<file path="config.mk">
export PLATFORM = sky130hd
export DESIGN_NAME = load_align_flat
export DESIGN_NICKNAME = d
export VERILOG_FILES = /design/src/rtl/load_align_pkg.sv /design/src/rtl/load_align_if.sv /design/src/rtl/load_align_extract.sv /design/src/rtl/load_align.sv /design/src/flat_wrapper.sv
export SDC_FILE = /design/constraint.sdc
export NUM_CORES = 1
export LEC_CHECK = 0
export ABC_AREA = 1
export BUFFER_PORTS_ARGS = -buffer_cell sky130_fd_sc_hd__buf_2
export CAP_MARGIN = 0
export CORE_MARGIN = 2
export CORE_UTILIZATION = 30
export DETAILED_ROUTE_END_ITERATION = 6
export PLACE_DENSITY = 0.56
export SKIP_LAST_GASP = 1
export SLEW_MARGIN = 20
export SYNTH_ARGS = -nofsm -noshare
export SYNTH_HDL_FRONTEND = slang
export SYNTH_SLANG_ARGS = --single-unit
</file>
<file path="constraint.sdc">
create_clock -name clk -period 1.3 [get_ports clk]
set_clock_uncertainty 0.15 [all_clocks]
set_input_delay 0.13 -clock clk [delete_from_list [all_inputs] [get_ports clk]]
set_output_delay 0.13 -clock clk [all_outputs]
set_load 0.03 [all_outputs]
</file>
<file path="src/rtl/load_align_pkg.sv">
// Shared load/store lane definitions: load type codes, lane masks,
// the stage-1 request bundle and the lane-select decoder.
package load_align_pkg;

    typedef enum logic [2:0] {
        LD_LB  = 3'b000,
        LD_LBU = 3'b001,
        LD_LH  = 3'b010,
        LD_LHU = 3'b011,
        LD_LW  = 3'b100
    } ld_type_e;

    localparam logic [3:0] SEL_NONE = 4'b0000;
    localparam logic [3:0] SEL_B0   = 4'b0001;
    localparam logic [3:0] SEL_B1   = 4'b0010;
    localparam logic [3:0] SEL_B2   = 4'b0100;
    localparam logic [3:0] SEL_B3   = 4'b1000;
    localparam logic [3:0] SEL_H0   = 4'b0011;
    localparam logic [3:0] SEL_H1   = 4'b1100;
    localparam logic [3:0] SEL_W    = 4'b1111;

    typedef struct packed {
        logic       valid;
        logic [2:0] ty;
        logic [1:0] off;
        logic       mis;
    } s1_t;

    // An empty mask doubles as the misaligned/illegal indication.
    function automatic logic [3:0] lane_sel(input logic [2:0] ty,
                                            input logic [1:0] off);
        logic [3:0] sel;
        sel = SEL_NONE;
        case (ty)
            LD_LB, LD_LBU: begin
                case (off)
                    2'd0:    sel = SEL_B0;
                    2'd1:    sel = SEL_B1;
                    2'd2:    sel = SEL_B2;
                    default: sel = SEL_B3;
                endcase
            end
            LD_LH, LD_LHU: begin
                if (off == 2'd0)      sel = SEL_H0;
                else if (off == 2'd2) sel = SEL_H1;
            end
            LD_LW: begin
                if (off == 2'd0) sel = SEL_W;
            end
            default: sel = SEL_NONE;
        endcase
        return sel;
    endfunction

endpackage

</file>
<file path="src/rtl/load_align_if.sv">
// Load request / RAM / write-back bundle between the pipeline
// and the load aligner.
interface load_align_if #(
    parameter int WIDTH = 32
) ();
    logic             req_valid;
    logic [2:0]       ld_type;
    logic [1:0]       addr_lo;
    logic             stall;
    logic             flush;
    logic             mem_en;
    logic [3:0]       ls_sel;
    logic [WIDTH-1:0] rdata;
    logic             rd_valid;
    logic [WIDTH-1:0] rd_data;
    logic             addr_err;

    modport slave (
        input  req_valid, ld_type, addr_lo, stall, flush, rdata,
        output mem_en, ls_sel, rd_valid, rd_data, addr_err
    );

    modport master (
        output req_valid, ld_type, addr_lo, stall, flush, rdata,
        input  mem_en, ls_sel, rd_valid, rd_data, addr_err
    );
endinterface

</file>
<file path="src/rtl/load_align_extract.sv">
// Lane mux: picks the addressed byte/halfword of a RAM word and
// sign- or zero-extends it according to the load type.
module load_extract
    import load_align_pkg::*;
(
    input  logic [2:0]  ty_i,
    input  logic [1:0]  off_i,
    input  logic [31:0] word_i,
    output logic [31:0] data_o
);
    logic [7:0]  byte_w;
    logic [15:0] half_w;

    always_comb begin
        byte_w = 8'(word_i >> {off_i, 3'b000});
        half_w = off_i[1] ? word_i[31:16] : word_i[15:0];
        data_o = '0;
        case (ty_i)
            LD_LB:   data_o = {{24{byte_w[7]}}, byte_w};
            LD_LBU:  data_o = {24'd0, byte_w};
            LD_LH:   data_o = {{16{half_w[15]}}, half_w};
            LD_LHU:  data_o = {16'd0, half_w};
            LD_LW:   data_o = word_i;
            default: data_o = '0;
        endcase
    end
endmodule

</file>
<file path="src/rtl/load_align.sv">
// MEM/WB load aligner: tracks a load across the one-cycle RAM
// latency and registers the extended result with valid/error flags.
module load_align
    import load_align_pkg::*;
#(
    parameter int WIDTH = 32
) (
    input  logic         clk,
    input  logic         rst,
    load_align_if.slave  bus
);
    logic [3:0]       sel;
    logic             aligned;
    logic             adv;
    logic [31:0]      ext;

    s1_t              s1_q, s1_d;
    logic             rd_valid_q, rd_valid_d;
    logic             err_q, err_d;
    logic [WIDTH-1:0] data_q, data_d;

    assign sel     = lane_sel(bus.ld_type, bus.addr_lo);
    assign aligned = |sel;
    // Flush forces an update even while stalled so valids drop.
    assign adv     = ~bus.stall | bus.flush;

    assign bus.ls_sel = sel;
    assign bus.mem_en = bus.req_valid & ~bus.stall
                      & ~bus.flush & aligned;

    load_extract u_ext (
        .ty_i   (s1_q.ty),
        .off_i  (s1_q.off),
        .word_i (bus.rdata),
        .data_o (ext)
    );

    always_comb begin
        s1_d       = s1_q;
        rd_valid_d = rd_valid_q;
        err_d      = err_q;
        data_d     = data_q;
        if (adv) begin
            s1_d.valid = bus.req_valid & ~bus.flush;
            s1_d.ty    = bus.ld_type;
            s1_d.off   = bus.addr_lo;
            s1_d.mis   = ~aligned;
            rd_valid_d = s1_q.valid & ~bus.flush;
            err_d      = s1_q.valid & s1_q.mis & ~bus.flush;
            data_d     = s1_q.mis ? '0 : ext;
        end
    end

    always_ff @(posedge clk) begin
        if (!rst) begin
            s1_q       <= '0;
            rd_valid_q <= 1'b0;
            err_q      <= 1'b0;
            data_q     <= '0;
        end else begin
            s1_q       <= s1_d;
            rd_valid_q <= rd_valid_d;
            err_q      <= err_d;
            data_q     <= data_d;
        end
    end

    assign bus.rd_valid = rd_valid_q;
    assign bus.addr_err = err_q;
    assign bus.rd_data  = data_q;
endmodule

</file>
<file path="src/flat_wrapper.sv">
// flat-port wrapper written by rule: the top's interface ports become plain ports
module load_align_flat import load_align_pkg::*;
#(
    parameter int WIDTH = 32
)
  (clk, rst, bus_req_valid, bus_ld_type, bus_addr_lo, bus_stall, bus_flush, bus_rdata, bus_mem_en, bus_ls_sel, bus_rd_valid, bus_rd_data, bus_addr_err);
  load_align_if #(.WIDTH(WIDTH)) bus_i ();
  input  logic clk;
  input  logic rst;
  input wire logic [$bits(bus_i.req_valid)-1:0] bus_req_valid;
  input wire logic [$bits(bus_i.ld_type)-1:0] bus_ld_type;
  input wire logic [$bits(bus_i.addr_lo)-1:0] bus_addr_lo;
  input wire logic [$bits(bus_i.stall)-1:0] bus_stall;
  input wire logic [$bits(bus_i.flush)-1:0] bus_flush;
  input wire logic [$bits(bus_i.rdata)-1:0] bus_rdata;
  output wire logic [$bits(bus_i.mem_en)-1:0] bus_mem_en;
  output wire logic [$bits(bus_i.ls_sel)-1:0] bus_ls_sel;
  output wire logic [$bits(bus_i.rd_valid)-1:0] bus_rd_valid;
  output wire logic [$bits(bus_i.rd_data)-1:0] bus_rd_data;
  output wire logic [$bits(bus_i.addr_err)-1:0] bus_addr_err;
  assign bus_i.req_valid = bus_req_valid;
  assign bus_i.ld_type = bus_ld_type;
  assign bus_i.addr_lo = bus_addr_lo;
  assign bus_i.stall = bus_stall;
  assign bus_i.flush = bus_flush;
  assign bus_i.rdata = bus_rdata;
  assign bus_mem_en = bus_i.mem_en;
  assign bus_ls_sel = bus_i.ls_sel;
  assign bus_rd_valid = bus_i.rd_valid;
  assign bus_rd_data = bus_i.rd_data;
  assign bus_addr_err = bus_i.addr_err;
  load_align #(.WIDTH(WIDTH)) u_core (.clk(clk), .rst(rst), .bus(bus_i));
endmodule
</file>
Word level (Yosys, flattened, before mapping)
Cells that the tools add are included.
W data, S select, Z words.
- div/mod/pow operators: 0
- equality and inequality tests: 10
- add/sub/neg operators: 0
- bitwise operators: 11
- mux-type cells: 8
- shifts and indexed selects: 1
- multiply operators: 0
- reduce and logical (&&, ||, !) cells: 6
- magnitude comparators: 0
- operators with widths (cell ; count):
    $pmux W32 S5 ; 1
    $mux W32 ; 1
    $shr A32 B5 Y8 ; 1
    $pmux W4 S3 ; 2
    $mux W16 ; 1
    $eq A3 B2 Y1 const B ; 4
    $mux W4 ; 3
    $and A1 B1 Y1 ; 7
    $eq A3 B1 Y1 const B ; 2
    $eq A3 B3 Y1 const B ; 2
    $logic_not A3 Y1 ; 2
    $reduce_or A2 Y1 ; 2
    $reduce_or A4 Y1 ; 1
    $not A1 Y1 ; 3
    $eq A2 B1 Y1 const B ; 1
    $eq A2 B2 Y1 const B ; 1
    $logic_not A2 Y1 ; 1
    $or A1 B1 Y1 ; 1
- bits in latches: 0
- register bits after elaboration: 41
- bits in read-only memories: 0
- word-level logic and storage cells: 43
- bits in writable memories: 0
- memories: 0

Longest topological paths before layout
- word-level depth: 6
- gate-level depth with buffers: 11
- gate-level depth less buffers: 9

Hierarchy
Synthesis repeated with hierarchy kept, for this count alone.
- cell total of the unflattened synthesis: 433
- area, all modules: 2638.8 um^2
- by module, submodules not included (module ; area each (um^2) ; cells an instance ; times used):
    load_align ; 1730.4 ; 235 ; 1
    load_extract ; 908.4 ; 198 ; 1

Worst setup path after synthesis
No wires, ideal clock.
- path kind: input -> output
- start point: in bus_addr_lo[0]
- end point: out bus_mem_en
- stages on the path: 5
- data arrival time: 1297 ps
- data required time: 1020 ps
- buffers on the path: 0
- path slack: -277 ps
- path through: nor2_1 > nand3_1 > nand2_1 > inv_1 > a31oi_1
- longest elaborated chain between the ends: 6
- ends and longest elaborated chain (element ; RTL line ; source):
    start, declared ; flat_wrapper.sv:12 ; input wire logic [$bits(bus_i.addr_lo)-1:0] bus_addr_lo;
    $eq A2 B2 Y1 ; load_align_pkg.sv:36, load_align_pkg.sv:45 ;
    $mux W4 ; load_align_pkg.sv:45 ; else if (off == 2'd2) sel = SEL_H1;
    $mux W4 ; load_align_pkg.sv:44 ; if (off == 2'd0) sel = SEL_H0;
    $pmux W4 S3 (*) ; load_align_pkg.sv:34 ; case (ty)
    net bus_ls_sel[2] ; flat_wrapper.sv:17 ; output wire logic [$bits(bus_i.ls_sel)-1:0] bus_ls_sel;
    $reduce_or A4 Y1 (*) ; load_align.sv:23 ; assign aligned = |sel;
    $and A1 B1 Y1 (*) ; load_align.sv:29 ; & ~bus.flush & aligned;
    end, declared ; flat_wrapper.sv:16 ; output wire logic [$bits(bus_i.mem_en)-1:0] bus_mem_en;
Mark *: on every way through the listed nets, which the timed path passes. The rest lies on a longest branch.

Final worst setup path
- start point: reg u_core.s1_q[4] (netlist name)
- end point: reg u_core.data_q[27] (netlist: u_core.bus.rd_data[27])
- longest elaborated chain between the ends: 3
- ends and longest elaborated chain (element ; RTL line ; source):
    start, declared ; load_align.sv:17 ; s1_t s1_q, s1_d;
    start signal, assigned ; load_align.sv:56 ; s1_q <= '0;
    start signal, assigned ; load_align.sv:61 ; s1_q <= s1_d;
    $eq A3 B3 Y1, or another cell as far along ; load_align_extract.sv:18 ; case (ty_i)
    $pmux W32 S5 (*) ; load_align_extract.sv:18 ;
    $mux W32 (*) ; load_align.sv:50 ; data_d = s1_q.mis ? '0 : ext;
    end signal, assigned ; load_align.sv:64 ; data_q <= data_d;
    end, declared ; load_align.sv:20 ; logic [WIDTH-1:0] data_q, data_d;
Every way passes the cells marked *; elsewhere a longest branch is shown, timed or not.
A chain may end at the register's enable or synchronous reset.

==> flow_metrics.env <==
export IMPL_yosysTopAreaCellShare_pct=33.8
export IMPL_synth_area_leaders="dfxtp_1 34%, nand2_1 27%, a21oi_1 8.4%, nor2_1 6.3%, inv_1 6.2%"
export IMPL_yosysSeqAreaShare_pct=33.8
export IMPL_hold_viol=0
export IMPL_final_antenna_net_count=0
export IMPL_wl_um=8250
export IMPL_ys_top_cells_by_count="176 x nand2_1, 41 x a21oi_1, 41 x dfxtp_1, 41 x nor2_1, 40 x inv_1"
export IMPL_cts_max_level=2
export IMPL_worst_setup_path_end_kind="register"
export IMPL_violations="negative setup slack"
export IMPL_firstDrtPassIters=4
export IMPL_max_freq_mhz=677
export IMPL_die_area_mm2=0.00884
export IMPL_maxSlewHeadroom_pct=75.1
export IMPL_grt_antenna_before_repair=0
export IMPL_cts_tree="built"
export IMPL_drive_gt1_share_pct=38.7
export IMPL_synth_largest_area_cell="dfxtp_1"
export IMPL_hold_path_class="in2reg"
export IMPL_critPathMaxStageDelay_ps=380
export IMPL_n_antenna_cell=0
export IMPL_grt_max_degree=33
export IMPL_hold_ws_ps=35.3
export IMPL_start_kind="register"
export IMPL_utilization_pct=48.8
export IMPL_dieWidth_um=94.0
export IMPL_maxCapViolCount=0
export IMPL_start_util_pct=31.3
export IMPL_crit_required_ps=1380
export IMPL_synthArstFlopShare_pct=0
export IMPL_cts_path_max_buffers=2
export IMPL_grt_pass1_wl_um=12700
export IMPL_detail_route_wl_per_cell_um=12.9
export IMPL_synth_nets=455
export IMPL_path_class="reg2reg"
export IMPL_synth_main_ff_cell="dfxtp_1"
export IMPL_p_per_area_mw_per_mm2=971
export IMPL_fin_crit_sh_pct=114
export IMPL_avgViaCountPerCell=4.53
export IMPL_rsz0062_at_grt="true"
export IMPL_arrival_ps=1550
export IMPL_syn2layout_area_growth_pct=56.1
export IMPL_drv_slew=0
export IMPL_drc_errors=0
export IMPL_path_cells="buf_6 > buf_6 > nand3_4 > nor2_4 > clkbuf_16 > nor2_1 > nand2_1 > nand2_1 > a21oi_1"
export IMPL_synth_edf_count=0
export IMPL_p_leak_nw=1.97
export IMPL_status="finished with violations"
export IMPL_critPathMaxFanout=8
export IMPL_port_buffers=80
export IMPL_clkSinkCount=41
export IMPL_fin_ws_ps=-178
export IMPL_netlist_area_mm2=0.00243
export IMPL_num_rows=32
export IMPL_syn_inst=413
export IMPL_fp_coreArea_mm2=0.00777
export IMPL_insertion_delay_ps=290
export IMPL_setup_viol_count_final=32
export IMPL_synth_cell_types=24
export IMPL_slowest_stage="dfxtp_4"
export IMPL_cts_buffers=5
export IMPL_nets=581
export IMPL_yosys_register_bits=41
export IMPL_num_vias=2907
export IMPL_ys_warn_count=0
export IMPL_grt_total_usage_pct=18.0
export IMPL_place_congestion=0.890
export IMPL_grt_pass1_vias=2737
export IMPL_overflow=0
export IMPL_synth_avg_cell_area_um2=5.88
export IMPL_dp_hpwl_um=5760
export IMPL_path_clk_slew_ps=80
export IMPL_yosysMostFrequentCell="nand2_1"
export IMPL_period_needed_ps=1480
export IMPL_irDropWorstVdd_mv=0.468
export IMPL_cts_root_buffer="clkbuf_8"
export IMPL_die_y_um=94.0
export IMPL_drt_initial_drc_count=202
export IMPL_worst_slew_pin_slew_ps=372
export IMPL_ioPinCount=81
state kept, by name, summed over array words and instances, names as in the netlist:
| register | count |
|---|---|
| u_core.bus.addr_err | 1 |
| u_core.bus.rd_data | 32 |
| u_core.bus.rd_valid | 1 |
| u_core.s1_q | 7 |
where the power goes:
part           internal [W]  switching [W]  leakage [nW]  total, W
clock network      0.000480       0.000440        0.0542  0.000920
registers           0.00135      0.0000565         0.338   0.00140
logic              0.000571       0.000786          1.58   0.00136
final timing paths:
kind	start	endpoint	slack, ps	depth (start not counted)
hold / removal	bus_req_valid	u_core.s1_q[6]$_SDFFE_PN0P_	40	3
hold reg to reg	u_core.bus.rd_data[1]$_SDFFE_PN0P_	u_core.bus.rd_data[1]$_SDFFE_PN0P_	310	2
setup / recovery	u_core.s1_q[4]$_SDFFE_PN0P_	u_core.bus.rd_data[27]$_SDFFE_PN0P_	-180	9
setup reg to reg	u_core.s1_q[4]$_SDFFE_PN0P_	u_core.bus.rd_data[27]$_SDFFE_PN0P_	-180	9
logic make-up (layout without fill, tap and decap cells):
| family | after synthesis | count (layout) | share of synthesized area, % |
|---|---|---|---|
| buf+inv | 63 | 190 | 11.7 |
| compound gates | 60 | 60 | 13.4 |
| flops | 41 | 41 | 33.8 |
| simple gates | 249 | 249 | 41.1 |
per-stage QoR:
| stage | std cells | setup slack, ps | TNS, ps | total power [W] | area [um^2] |
|---|---|---|---|---|---|
| 2_1_floorplan | 413 | -46.5 | -1370 | 0.00213 | 2480 |
| 3_3_place_gp | 617 | -108 | -2870 | 0.00252 | 3220 |
| 3_5_place_dp | 617 | -159 | -4150 | 0.00253 | 3220 |
| 4_1_cts | 637 | -161 | -4180 | 0.00359 | 3540 |
| 5_1_grt | 642 | -239 | -6530 | 0.00389 | 3790 |
| 6_report | 642 | -178 | -4430 | 0.00368 | 3790 |
area by class of cell:
| type | count | area [um^2] |
|---|---|---|
| fillers | 823 | 3980 |
| multi-input cells | 309 | 1510 |
| repair buffers | 139 | 1050 |
| flip-flops and latches | 41 | 835 |
| inverters | 43 | 169 |
| well taps | 102 | 128 |
| clock buffers | 7 | 96.3 |
| clock inverters | 1 | 5.00 |
cells in the final DEF (no fill, tap or decap), types with 2 or more instances in the layout:
| master | count |
|---|---|
| clkbuf_8 | 7 |
| nand3_4 | 2 |
| buf_6 | 17 |
| nand3_1 | 20 |
| nor2_4 | 6 |
| inv_1 | 35 |
| dfxtp_2 | 2 |
| buf_4 | 39 |
| dlygate4sd3_1 | 2 |
| nand2_4 | 3 |
| inv_4 | 3 |
| dfxtp_1 | 36 |
| nor2_1 | 28 |
| buf_2 | 73 |
| dfxtp_4 | 3 |
| inv_2 | 4 |
| clkbuf_16 | 3 |
| o21ai_0 | 13 |
| nand2_1 | 157 |
| nand2_2 | 19 |
| nor3_2 | 2 |
| buf_12 | 3 |
| nor2_2 | 10 |
| a21oi_2 | 5 |
| a21oi_1 | 37 |
worst max-delay path: cells and delay by family, from the launching register on:
family                 cells  cell delay, ps
and+or+nand+nor            5             380
buffers and inverters      3             380
DFF                        1             380
AOI/OAI and AO/OA          1             120
metal layers:
layer | routed length (um) | GRT usage (%) | vias up
met1 | 3880 | 24.4 | 1277
li1 | - | - | 1524
met2 | 3750 | 29.2 | 102
met5 | 0 | 0 | -
met3 | 585 | 3.85 | 4
met4 | 39 | 4.11 | 0
repair_timing:
item,4_1_cts,5_1_grt
endpoints found under the hold margin,7,0
setup buffers,9,3
resized for setup,26,64
setup endpoints to repair,34,38
hold buffers,2,0
pin swaps,10,21
cloned,2,4
Note: power is estimated with default switching activity, not from simulation.
